$ cat src/rtl/jtag_pkg.sv
// Shared types and instruction codes for the JTAG TAP controller.
// The state encodings are fixed because tap_state is observed externally.
package jtag_pkg;

    typedef enum logic [3:0] {
        TLR    = 4'd0,
        RTI    = 4'd1,
        SEL_DR = 4'd2,
        CAP_DR = 4'd3,
        SH_DR  = 4'd4,
        EX1_DR = 4'd5,
        PAU_DR = 4'd6,
        EX2_DR = 4'd7,
        UPD_DR = 4'd8,
        SEL_IR = 4'd9,
        CAP_IR = 4'd10,
        SH_IR  = 4'd11,
        EX1_IR = 4'd12,
        PAU_IR = 4'd13,
        EX2_IR = 4'd14,
        UPD_IR = 4'd15
    } tap_state_t;

    typedef enum logic [1:0] {
        DR_BYPASS,
        DR_IDCODE,
        DR_USER
    } dr_sel_t;

    localparam logic [3:0] INSTR_IDCODE = 4'b0001;
    localparam logic [3:0] INSTR_USER   = 4'b0010;
    localparam logic [3:0] INSTR_BYPASS = 4'b1111;

endpackage

$ cat src/rtl/jtag_tap_fsm.sv
// IEEE 1149.1 TAP state machine: TMS-driven state register, next-state
// logic and the decoded per-state strobes used by the scan registers.
module jtag_tap_fsm
    import jtag_pkg::*;
(
    input  logic       clk,
    input  logic       rst_n,
    input  logic       tms,
    output tap_state_t state,
    output logic       capture_dr,
    output logic       shift_dr,
    output logic       update_dr,
    output logic       capture_ir,
    output logic       shift_ir,
    output logic       update_ir,
    output logic       tlr
);

    tap_state_t state_nxt;

    // NOTE: sequential state uses non-blocking assignments so every flop
    // samples the pre-edge values regardless of process ordering.
    always_ff @(posedge clk or negedge rst_n) begin
        if (!rst_n) begin
            state <= TLR;
        end else begin
            state <= state_nxt;
        end
    end

    // NOTE: state_nxt is assigned before the case so no path leaves it
    // unassigned, which would otherwise infer a latch.
    always_comb begin
        state_nxt = state;
        case (state)
            TLR:    state_nxt = tms ? TLR    : RTI;
            RTI:    state_nxt = tms ? SEL_DR : RTI;
            SEL_DR: state_nxt = tms ? SEL_IR : CAP_DR;
            CAP_DR: state_nxt = tms ? EX1_DR : SH_DR;
            SH_DR:  state_nxt = tms ? EX1_DR : SH_DR;
            EX1_DR: state_nxt = tms ? UPD_DR : PAU_DR;
            PAU_DR: state_nxt = tms ? EX2_DR : PAU_DR;
            EX2_DR: state_nxt = tms ? UPD_DR : SH_DR;
            UPD_DR: state_nxt = tms ? SEL_DR : RTI;
            SEL_IR: state_nxt = tms ? TLR    : CAP_IR;
            CAP_IR: state_nxt = tms ? EX1_IR : SH_IR;
            SH_IR:  state_nxt = tms ? EX1_IR : SH_IR;
            EX1_IR: state_nxt = tms ? UPD_IR : PAU_IR;
            PAU_IR: state_nxt = tms ? EX2_IR : PAU_IR;
            EX2_IR: state_nxt = tms ? UPD_IR : SH_IR;
            UPD_IR: state_nxt = tms ? SEL_DR : RTI;
            default: state_nxt = TLR;
        endcase
    end

    assign capture_dr = (state == CAP_DR);
    assign shift_dr   = (state == SH_DR);
    assign update_dr  = (state == UPD_DR);
    assign capture_ir = (state == CAP_IR);
    assign shift_ir   = (state == SH_IR);
    assign update_ir  = (state == UPD_IR);
    assign tlr        = (state == TLR);

endmodule

$ cat src/rtl/jtag_tap.sv
// JTAG TAP with instruction register, IDCODE, BYPASS and a USER scan
// register exposing parallel capture/update ports to on-chip logic.
module jtag_tap
    import jtag_pkg::*;
#(
    parameter int          IR_WIDTH   = 4,
    parameter logic [31:0] IDCODE_VAL = 32'h1000_0FFF,
    parameter int          USER_WIDTH = 8
) (
    input  logic                  clk,
    input  logic                  rst_n,
    input  logic                  tms,
    input  logic                  tdi,
    output logic                  tdo,
    output logic                  tdo_en,
    input  logic [USER_WIDTH-1:0] user_in,
    output logic [USER_WIDTH-1:0] user_out,
    output logic                  user_update,
    output logic [3:0]            tap_state
);

    localparam logic [IR_WIDTH-1:0] IR_IDCODE  = IR_WIDTH'(INSTR_IDCODE);
    localparam logic [IR_WIDTH-1:0] IR_USER    = IR_WIDTH'(INSTR_USER);
    localparam logic [IR_WIDTH-1:0] IR_BYPASS  = IR_WIDTH'(INSTR_BYPASS);
    localparam logic [IR_WIDTH-1:0] IR_CAPTURE = IR_WIDTH'(1);

    tap_state_t state;
    logic capture_dr, shift_dr, update_dr;
    logic capture_ir, shift_ir, update_ir, tlr;

    logic [IR_WIDTH-1:0]   ir_shift;
    logic [IR_WIDTH-1:0]   ir_reg;
    logic [31:0]           idcode_shift;
    logic                  bypass_reg;
    logic [USER_WIDTH-1:0] user_shift;
    dr_sel_t               dr_sel;

    jtag_tap_fsm u_fsm (
        .clk        (clk),
        .rst_n      (rst_n),
        .tms        (tms),
        .state      (state),
        .capture_dr (capture_dr),
        .shift_dr   (shift_dr),
        .update_dr  (update_dr),
        .capture_ir (capture_ir),
        .shift_ir   (shift_ir),
        .update_ir  (update_ir),
        .tlr        (tlr)
    );

    assign tap_state = state;

    // Instruction register: shift stage plus the update stage that drives decode.
    always_ff @(posedge clk or negedge rst_n) begin
        if (!rst_n) begin
            ir_shift <= '0;
            ir_reg   <= IR_IDCODE;
        end else begin
            if (capture_ir) begin
                ir_shift <= IR_CAPTURE;
            end else if (shift_ir) begin
                ir_shift <= {tdi, ir_shift[IR_WIDTH-1:1]};
            end
            if (tlr) begin
                ir_reg <= IR_IDCODE;
            end else if (update_ir) begin
                ir_reg <= ir_shift;
            end
        end
    end

    always_comb begin
        dr_sel = DR_BYPASS;
        case (ir_reg)
            IR_IDCODE: dr_sel = DR_IDCODE;
            IR_USER:   dr_sel = DR_USER;
            IR_BYPASS: dr_sel = DR_BYPASS;
            default:   dr_sel = DR_BYPASS;
        endcase
    end

    // Only the selected data register captures or shifts; the others hold.
    always_ff @(posedge clk or negedge rst_n) begin
        if (!rst_n) begin
            idcode_shift <= '0;
            bypass_reg   <= 1'b0;
            user_shift   <= '0;
        end else begin
            case (dr_sel)
                DR_IDCODE: begin
                    if (capture_dr)    idcode_shift <= IDCODE_VAL;
                    else if (shift_dr) idcode_shift <= {tdi, idcode_shift[31:1]};
                end
                DR_USER: begin
                    if (capture_dr)    user_shift <= user_in;
                    else if (shift_dr) user_shift <= {tdi, user_shift[USER_WIDTH-1:1]};
                end
                default: begin
                    if (capture_dr)    bypass_reg <= 1'b0;
                    else if (shift_dr) bypass_reg <= tdi;
                end
            endcase
        end
    end

    always_ff @(posedge clk or negedge rst_n) begin
        if (!rst_n) begin
            user_out    <= '0;
            user_update <= 1'b0;
        end else begin
            user_update <= update_dr && (dr_sel == DR_USER);
            if (update_dr && (dr_sel == DR_USER)) begin
                user_out <= user_shift;
            end
        end
    end

    // tdo comes straight from flops so the first bit is valid on entry to Shift.
    always_comb begin
        tdo = 1'b0;
        if (shift_ir) begin
            tdo = ir_shift[0];
        end else if (shift_dr) begin
            case (dr_sel)
                DR_IDCODE: tdo = idcode_shift[0];
                DR_USER:   tdo = user_shift[0];
                default:   tdo = bypass_reg;
            endcase
        end
    end

    assign tdo_en = shift_ir | shift_dr;

endmodule
$ cat config.mk
export PLATFORM = sky130hd
export DESIGN_NAME = jtag_tap
export DESIGN_NICKNAME = d
export VERILOG_FILES = /design/src/rtl/jtag_pkg.sv /design/src/rtl/jtag_tap_fsm.sv /design/src/rtl/jtag_tap.sv
export SDC_FILE = /design/constraint.sdc
export NUM_CORES = 1
export LEC_CHECK = 0
export CORE_AREA = 2 2 82 84
export CTS_BUF_LIST = sky130_fd_sc_hd__clkbuf_8
export DETAILED_ROUTE_END_ITERATION = 10
export DIE_AREA = 0 0 84 86
export GPL_TIMING_DRIVEN = 0
export PLACE_DENSITY = 0.66
export SLEW_MARGIN = 20
export SYNTH_ARGS = -nofsm -noshare
export SYNTH_HDL_FRONTEND = slang
export SYNTH_HIERARCHICAL = 1
export SYNTH_SLANG_ARGS = --single-unit
$ cat constraint.sdc
create_clock -name clk -period 3.4 [get_ports clk]
set_input_delay 0.34 -clock clk [delete_from_list [all_inputs] [get_ports clk]]
set_output_delay 0.34 -clock clk [all_outputs]
set_load 0.01 [all_outputs]
==> results.py, run 1 <==
metrics = {
    "cts": {
        "root_buffer": "clkbuf_8",
        "cts_buffers": 9,
        "h-tree-depth": 3,
        "clockBufferDepth": 2,
        "cts_tree": "done",
        "clock_latency_ns": 0.33,
        "clkTransAtPathRegs_ns": 0.07,
        "numClockSinks": 62,
    },
    "synth": {
        "ys_ff_latch": 62,
        "synthAdderAreaFrac": 0.00904,
        "synth_top_family_by_area": "compound AO/OA/AOI/OAI gates",
        "synth_edf_count": 0,
        "synth_warnings": 6,
        "syn_inst": 285,
        "synth_compound_area_frac": 0.166,
        "synth_cell_types": 41,
        "synth_nets": 299,
        "synth.avg_cell_area_sq_um": 9.71,
        "synth_flop_cell": "dfrtp_1",
        "yosys.area_share.xor_xnor": 0,
        "synth-async-reset-ratio": 1.00,
        "synthMuxAreaShare": 0.0579,
        "synth_simple_gate_area_frac": 0.158,
        "synth_area_sq_um": 2770,
        "synth-seq-area-share": 0.561,
    },
    "pwr": {
        "irDropWorstVdd_uv": 464,
        "total_leakage_power_nw": 1.50,
        "total_power_mw": 2.66,
        "power.density_nw_per_um2": 783,
    },
    "critical_path": {
        "critPathKind": "flop to output pin",
        "startpoint_type": "flop",
        "ff2ff_path_depth": 8,
        "r2r_start": "u_fsm/state[1]",
        "end_kind": "output pin",
        "critPathLaunch": "u_fsm/state[1]",
        "cpPeakStageDelay_ns": 0.59,
        "cp_cell_sequence": "clkbuf_1 > nor4_4 > buf_4 > o21ai_0 > o31ai_1 > clkdlybuf4s50_1",
        "crit_required_ns": 3.06,
        "reg2reg_slack_ns": 1.25,
        "r2r-end": "idcode_shift[13]",
        "cp_max_fo": 10,
        "slowest_stage": "clkdlybuf4s50_1",
        "arrival_ns": 2.79,
    },
    "final_layout": {
        "syn_to_final_growth_pct": 22.8,
        "regMostFlops": "idcode_shift",
        "mostFrequentLayoutCell": "dfrtp_1",
        "postLayoutCoreUtil": 0.542,
        "fin_nets": 338,
        "top_regs": "idcode_shift (32), user_out (8), user_shift (8)",
        "diodes": 0,
        "mostFrequentLayoutCells": "dfrtp_1 (61), nand2_1 (60), o21ai_0 (32)",
        "final_cells": 406,
        "fill_cells": 545,
        "drive_gt1_frac": 0.140,
        "design_area_sq_um": 3400,
        "largest_reg_flops": 32,
    },
    "drt": {
        "post-route-drc-count": 0,
        "viasPerCell": 5.27,
        "wl_um": 5500,
        "top_layer": "met4",
        "wl_per_cell_um": 13.5,
        "drtPass1Iterations": 4,
        "wl_met1_um": 2760,
        "vias": 2138,
        "wl_met3_um": 196,
        "postRouteAntennaNets": 0,
        "route.met2.wl_um": 2500,
        "drt_iter0_drc": 143,
    },
    "sta": {
        "slew_headroom": 0.572,
        "setup-violations-final": 0,
        "rsz0062_at_grt": "no",
        "fin_worst_skew_ns": 0.00788,
        "worst_pin_slew_ns": 0.636,
        "period_share": 0.919,
        "hold_violations": 0,
        "whs_ns": 0.466,
        "max_freq_ghz": 0.320,
        "slew_viol_final": 0,
        "fin_crit_ns": 3.13,
    },
    "global_routing": {
        "grt_first_pass_wirelength_um": 9780,
        "grt_max_degree": 35,
        "overflow": 0,
        "grt.total_usage": 0.169,
        "antenna_found_initial": 0,
        "grt_pass1_vias": 2162,
    },
    "placement": {
        "place_area_sq_um": 3140,
        "portBuffers": 26,
        "dp_cells": 389,
        "gp_congestion": 0.758,
        "dp_hpwl_um": 3670,
    },
    "floorplanning": {
        "dieArea_sq_um": 7220,
        "ios": 27,
        "initial_core_util": 0.441,
        "rows": 29,
        "placeableCoreArea_sq_um": 6280,
        "die_w_um": 84,
        "die_h_um": 86,
    },
    "hold_path": {
        "hold_path_class": "primary input to asynchronous set/reset pin",
    },
    "outcome": {
        "status": "complete, no violations",
    },
    "job": {
        "drv_cap": 0,
    },
}
critical path: cells and delay by family (launching register included):
family | cells | cell delay (ns)
AOI/OAI and AO/OA | 2 | 0.34
buffers and inverters | 3 | 1.11
and+or+nand+nor | 1 | 0.53
DFF | 1 | 0.46
per-stage QoR:
stage / setup WS (ns) / TNS, ns
floorplan: 0.912 / 0
global placement: -0.0293 / -1.64
detailed placement: 0.0465 / 0
CTS: 0.0214 / 0
global route: 0.0853 / 0
finish: 0.275 / 0
worst max-delay path by stage:
stage | to | slack (ns) | cells past startpoint
3_5_place_dp | tdo | 0.05 | 6
5_1_grt | tdo | 0.09 | 6
4_1_cts | tdo | 0.02 | 6
3_3_place_gp | idcode_shift[17] | -0.03 | 1
2_1_floorplan | tdo | 0.91 | 5
6_report | tdo | 0.27 | 6
power breakdown:
group	internal, mW	switching (mW)
clock network	0.453	0.288
registers	0.900	0.108
logic	0.379	0.534
total	1.73	0.930
cells in the mapped netlist, types with 3 or more instances:
cell type  instances  area, sq um
dfrtp_1           61         1530
nand2_1           60          225
o21ai_0           32          160
nor2_1            25         93.8
o22ai_1           15         93.8
a21oi_1           10         50.1
mux2_2             8         90.1
buf_2              7         35.0
mux2i_1            7         70.1
buf_4              6         45.0
inv_1              6         22.5
nor2b_1            5         31.3
o21ai_1            5         25.0
clkbuf_1           3         11.3
per-layer routing:
| layer | track usage | up-vias |
|---|---|---|
| met5 | 0 | - |
| met2 | 0.271 | 41 |
| met1 | 0.224 | 1028 |
| met4 | 0.0572 | 0 |
| met3 | 0.0481 | 7 |
| li1 | - | 1062 |
kinds of logic after synthesis:
group	count (synthesis)
and+or+nand+nor	103
AOI/OAI and AO/OA	77
adders and majority gates	2
buffers and inverters	26
DFF	62
muxes	15
final cells by class:
cell class	count	area, sq um	area share
clock buffers	11	151	0.0445
clock inverters	5	81.3	0.0239
multi-input cells	197	1100	0.323
well taps	77	96.3	0.0283
flip-flops and latches	62	1550	0.457
repair buffers	28	288	0.0847
plain buffers	18	101	0.0298
inverters	8	30.0	0.00883
timing repair:
action / CTS / global route
hold buffers: 1 / 0
endpoints found under the setup margin: 2 / 1
setup buffers: 0 / 0
resized for setup: 1 / 1
hold endpoints to repair: 28 / 0
Note: power is estimated with default switching activity, not from simulation.
==> run 2: changes to the inputs <==
Settings changed: CORE_AREA 2 2 82 84 to 2 2 86 88, DIE_AREA 0 0 84 86 to 0 0 88 90, GPL_TIMING_DRIVEN 0 to default, PLACE_DENSITY 0.66 to 0.61.
==> run 2 against run 1 <==
Net effect:
- clock skew fell by 0.0017 ns
- combinational power shrank 14%
- final cell count increased by 2.0%
- worst setup slack better by 0.12 ns
- cell area is 3.6% lower
- via count down 4.2%
- largest power group unchanged
==> results.py, run 2 (synthesis gave the netlist of run 1 again) <==
metrics = {
    "outcome": {
        "status": "complete, no violations",
    },
    "floorplanning": {
        "die_w_um": 88,
        "die_h_um": 90,
        "ios": 27,
        "rows": 31,
        "dieArea_sq_um": 7920,
        "initial_core_util": 0.394,
        "placeableCoreArea_sq_um": 7020,
    },
    "pwr": {
        "combPwrFrac": 0.326,
        "total_leakage_power_nw": 1.41,
        "power_frac_seq": 0.435,
        "internal_power_mw": 1.49,
        "swShare": 0.379,
        "power.density_nw_per_um2": 731,
        "irDropWorstVdd_uv": 312,
        "p_sw_mw": 0.907,
        "clockPowerShare": 0.239,
    },
    "sta": {
        "slew_viol_final": 0,
        "fin_crit_ns": 3.00,
        "max_freq_ghz": 0.333,
        "hold_violations": 0,
        "setup-violations-final": 0,
        "worst_pin_slew_ns": 0.705,
        "period_share": 0.883,
        "whs_ns": 0.455,
        "rsz0062_at_grt": "no",
        "fin_worst_skew_ns": 0.00619,
        "slew_headroom": 0.527,
        "fin_setup_tns_ns": 0,
    },
    "critical_path": {
        "arrival_ns": 2.66,
        "end_kind": "output pin",
        "startpoint_type": "flop",
        "cp_max_fo": 13,
        "critPathKind": "flop to output pin",
        "crit_required_ns": 3.06,
    },
    "global_routing": {
        "grt.total_usage": 0.146,
        "antenna_found_initial": 0,
        "overflow": 0,
        "grt_first_pass_wirelength_um": 9100,
        "grt_max_degree": 65,
        "grt_pass1_vias": 1949,
    },
    "placement": {
        "dp_hpwl_um": 3290,
        "portBuffers": 26,
        "gp_congestion": 0.805,
        "dp_cells": 397,
    },
    "final_layout": {
        "diodes": 0,
        "mostFrequentLayoutCells": "dfrtp_1 (61), nand2_1 (60), o21ai_0 (32)",
        "fin_nets": 324,
        "final_cells": 414,
        "largest_reg_flops": 32,
        "top_regs": "idcode_shift (32), user_out (8), user_shift (8)",
        "syn_to_final_growth_pct": 18.4,
        "drive_gt1_frac": 0.114,
        "regMostFlops": "idcode_shift",
        "fill_cells": 659,
        "mostFrequentLayoutCell": "dfrtp_1",
    },
    "drt": {
        "wl_um": 5100,
        "postRouteAntennaNets": 0,
        "drt_iter0_drc": 75,
        "vias": 2049,
        "drtPass1Iterations": 4,
        "post-route-drc-count": 0,
        "viasPerCell": 4.95,
        "wl_per_cell_um": 12.3,
    },
    "cts": {
        "clock_latency_ns": 0.34,
        "h-tree-depth": 3,
        "root_buffer": "clkbuf_8",
        "clkTransAtPathRegs_ns": 0.07,
        "clockBufferDepth": 2,
        "cts_buffers": 9,
        "numClockSinks": 62,
        "cts_tree": "done",
    },
    "hold_path": {
        "hold_path_class": "primary input to asynchronous set/reset pin",
    },
    "job": {
        "drv_cap": 0,
    },
}
## run 2: cell count changes in the layout (fill, tap and decap cells not counted), sizes merged
cell	change
bufinv	-2
buf	-9
clkinvlp	+2
clkinv	+1
inv	+1
clkbuf	-7
## run 2: final timing paths
| path | slack, ns | depth (start not counted) | to | start |
|---|---|---|---|---|
| setup reg to reg | 1.19 | 5 | user_out[5] | ir_reg[0] |
| hold / removal | 0.46 | 2 | user_out[1] | rst_n |
| min in group clk | 0.48 | 2 | idcode_shift[5] | idcode_shift[5] |
| hold reg to reg | 0.48 | 2 | idcode_shift[5] | idcode_shift[5] |
| setup / recovery | 0.40 | 6 | tdo | ir_reg[0] |
| max in group asynchronous | 2.04 | 3 | idcode_shift[8] | rst_n |
## run 2: power by group through the flow
stage          sequential (mW)  clock [mW]  combinational, mW
2_1_floorplan             1.00           0              0.645
3_3_place_gp              1.05           0              0.770
3_5_place_dp              1.06           0              0.782
4_1_cts                   1.04       0.593              0.786
5_1_grt                   1.07       0.626              0.903
6_report                  1.04       0.573              0.781
## run 2: per-stage QoR
| stage | utilization | power [mW] | setup WS, ns | instance area (sq um) |
|---|---|---|---|---|
| global route | 0.467 | 2.60 | 0.158 | 3280 |
| finish | 0.467 | 2.40 | 0.398 | 3280 |
| CTS | 0.467 | 2.42 | 0.378 | 3280 |
| global placement | 0.441 | 1.82 | 0.805 | 3090 |
| detailed placement | 0.441 | 1.84 | 0.765 | 3090 |
| floorplan | - | 1.65 | 0.912 | 2770 |
## run 2: layout make-up
cell class                      count  area [sq um]  area share
Multi-Input combinational cell    197          1090       0.334
Clock inverter                      7          50.0      0.0153
Tap cell                           99           124      0.0378
Clock buffer                        9           124      0.0378
Inverter                            8          30.0     0.00916
Timing Repair Buffer               32           303      0.0924
Sequential cell                    62          1550       0.474
## run 2: repair_timing
action | 4_1_cts | 5_1_grt
resized for setup | 0 | 0
setup buffers | 0 | 0
hold endpoints to repair | 18 | 0
hold buffers | 1 | 0
## run 2: worst max-delay path, stage by stage (launching register included)
cell,delay [ns]
dfstp_2,0.53
nor4b_1,0.34
inv_1,0.10
ha_1,0.37
a221oi_1,0.34
o31ai_1,0.13
clkdlybuf4s50_1,0.51
## run 2: routing by layer
metal | share of wire | GRT usage | up-vias | wire [um]
met3 | 0.052 | 0.0395 | 9 | 264
met2 | 0.44 | 0.204 | 44 | 2230
met1 | 0.49 | 0.207 | 963 | 2500
li1 | - | - | 1033 | -
met5 | 0 | 0 | - | 0
met4 | 0.020 | 0.0744 | 0 | 101
==> run 3: changes to the inputs <==
Settings changed: RECOVER_POWER from default to 25.
Clock period 3.4 ns to 3.9 ns, I/O delays scaled along.
==> run 3 against run 2 <==
Net effect:
- largest cell class unchanged
- clock-buffer cell count is 5 higher
- final cell count shrank 0.48%
- the run now ends with capacitance limit, slew limit left
- combinational power down 16%
- core utilization grew 0.86 points
- total power is 5.2% lower
- sequential share of layout area down 0.85 points
==> results.py, run 3 (synthesis gave the netlist of run 1 again) <==
metrics = {
    "cts": {
        "root_buffer": "clkbuf_8",
        "numClockSinks": 62,
        "clkTransAtPathRegs_ns": 0.06,
        "cts_tree": "done",
        "clock_latency_ns": 0.34,
        "ctsResizeCount": 0,
        "clockBufferDepth": 2,
        "cts_buffers": 9,
        "post_cts_buffers": 0,
        "h-tree-depth": 3,
        "holdBufCountCts": 0,
    },
    "critical_path": {
        "crit_required_ns": 3.51,
        "end_kind": "output pin",
        "startpoint_type": "flop",
        "slowest_stage": "dfstp_2",
        "critPathKind": "flop to output pin",
        "cp_cell_sequence": "nor4b_1 > inv_1 > ha_1 > a221oi_1 > o31ai_1 > clkdlybuf4s50_1",
        "arrival_ns": 2.62,
        "cpPeakStageDelay_ns": 0.53,
        "cp_max_fo": 13,
    },
    "final_layout": {
        "design_area_sq_um": 3340,
        "syn_to_final_growth_pct": 20.6,
        "regMostFlops": "idcode_shift",
        "drive_gt1_frac": 0.109,
        "top_regs": "idcode_shift (32), user_out (8), user_shift (8)",
        "fin_nets": 322,
        "largest_reg_flops": 32,
        "fill_cells": 651,
        "diodes": 0,
        "mostFrequentLayoutCell": "dfrtp_1",
        "postLayoutCoreUtil": 0.475,
        "mostFrequentLayoutCells": "dfrtp_1 (61), nand2_1 (60), o21ai_0 (32)",
        "final_cells": 412,
    },
    "sta": {
        "slew_headroom": -0.432,
        "slew_viol_final": 42,
        "max_freq_ghz": 0.332,
        "period_share": 0.772,
        "whs_ns": 0.481,
        "setup-violations-final": 0,
        "fin_worst_skew_ns": 0.00659,
        "hold_violations": 0,
        "worst_pin_slew_ns": 2.15,
        "fin_setup_tns_ns": 0,
        "fin_crit_ns": 3.01,
        "rsz0062_at_grt": "no",
    },
    "drt": {
        "drtPass1Iterations": 4,
        "postRouteAntennaNets": 0,
        "wl_um": 5150,
        "viasPerCell": 4.92,
        "drt_iter0_drc": 111,
        "post-route-drc-count": 0,
        "vias": 2027,
        "wl_per_cell_um": 12.5,
    },
    "placement": {
        "place_area_sq_um": 3090,
        "dp_cells": 396,
        "dp_hpwl_um": 3360,
        "portBuffers": 26,
        "gp_congestion": 0.775,
    },
    "outcome": {
        "violations": "capacitance limit, slew limit",
        "status": "finished with violations",
    },
    "pwr": {
        "total_leakage_power_nw": 1.45,
        "swShare": 0.335,
        "power_frac_seq": 0.408,
        "combPwrFrac": 0.288,
        "clockPowerShare": 0.303,
        "irDropWorstVdd_uv": 372,
        "internal_power_mw": 1.51,
        "power.density_nw_per_um2": 680,
        "p_sw_mw": 0.761,
    },
    "floorplanning": {
        "die_w_um": 88,
        "die_h_um": 90,
        "placeableCoreArea_sq_um": 7020,
        "ios": 27,
        "initial_core_util": 0.394,
        "rows": 31,
        "dieArea_sq_um": 7920,
    },
    "global_routing": {
        "grt_first_pass_wirelength_um": 9200,
        "grt_pass1_vias": 1960,
        "grt_max_degree": 42,
        "overflow": 0,
        "antenna_found_initial": 0,
        "grt.total_usage": 0.147,
    },
    "job": {
        "drv_cap": 1,
    },
    "hold_path": {
        "hold_path_class": "flop to flop",
    },
}
==> run 3: final timing paths <==
kind,startpoint,to,slack [ns],cells past startpoint
worst max register to register,u_fsm/state[1],idcode_shift[28],1.58,6
min in group asynchronous,rst_n,u_fsm/state[1],0.66,1
worst min-delay path,idcode_shift[25],idcode_shift[25],0.48,2
worst min register to register,idcode_shift[25],idcode_shift[25],0.48,2
max in group asynchronous,rst_n,idcode_shift[2],1.97,2
worst max-delay path,ir_reg[0],tdo,0.89,6
==> run 3: worst max-delay path, delay by kind of cell (launching register included) <==
family / cells / cell delay [ns]
AOI/OAI and AO/OA: 2 / 0.44
adders and majority gates: 1 / 0.37
buffers and inverters: 2 / 0.60
DFF: 1 / 0.53
and+or+nand+nor: 1 / 0.35
==> run 3: per-layer routing <==
layer | wire length (um) | vias to the layer above | part of all wire | global-route usage
met2 | 2240 | 36 | 0.44 | 0.210
met1 | 2620 | 956 | 0.51 | 0.210
met4 | 52 | 0 | 0.010 | 0.0372
li1 | - | 1029 | - | -
met5 | 0 | - | 0 | 0
met3 | 236 | 6 | 0.046 | 0.0533
==> run 3: layout make-up <==
type	instances	area, sq um	share of cell area
multi-input combinational	197	1090	0.328
clock buffer	14	193	0.0577
tap	99	124	0.0371
timing repair buffer	30	284	0.0851
clock inverter	2	60.1	0.0180
sequential	62	1550	0.465
inverter	8	30.0	0.00900
==> run 3: power groups by stage <==
stage | logic (mW) | registers, mW | clock network [mW]
2_1_floorplan | 0.563 | 0.875 | 0
3_3_place_gp | 0.647 | 0.932 | 0
3_5_place_dp | 0.661 | 0.937 | 0
4_1_cts | 0.661 | 0.925 | 0.715
5_1_grt | 0.765 | 0.954 | 0.732
6_report | 0.654 | 0.927 | 0.689
==> run 3: metrics by stage <==
stage | power, mW | setup WS [ns]
2_1_floorplan | 1.44 | 1.36
3_3_place_gp | 1.58 | 1.25
3_5_place_dp | 1.60 | 1.26
4_1_cts | 2.30 | 0.862
5_1_grt | 2.45 | 0.671
6_report | 2.27 | 0.890
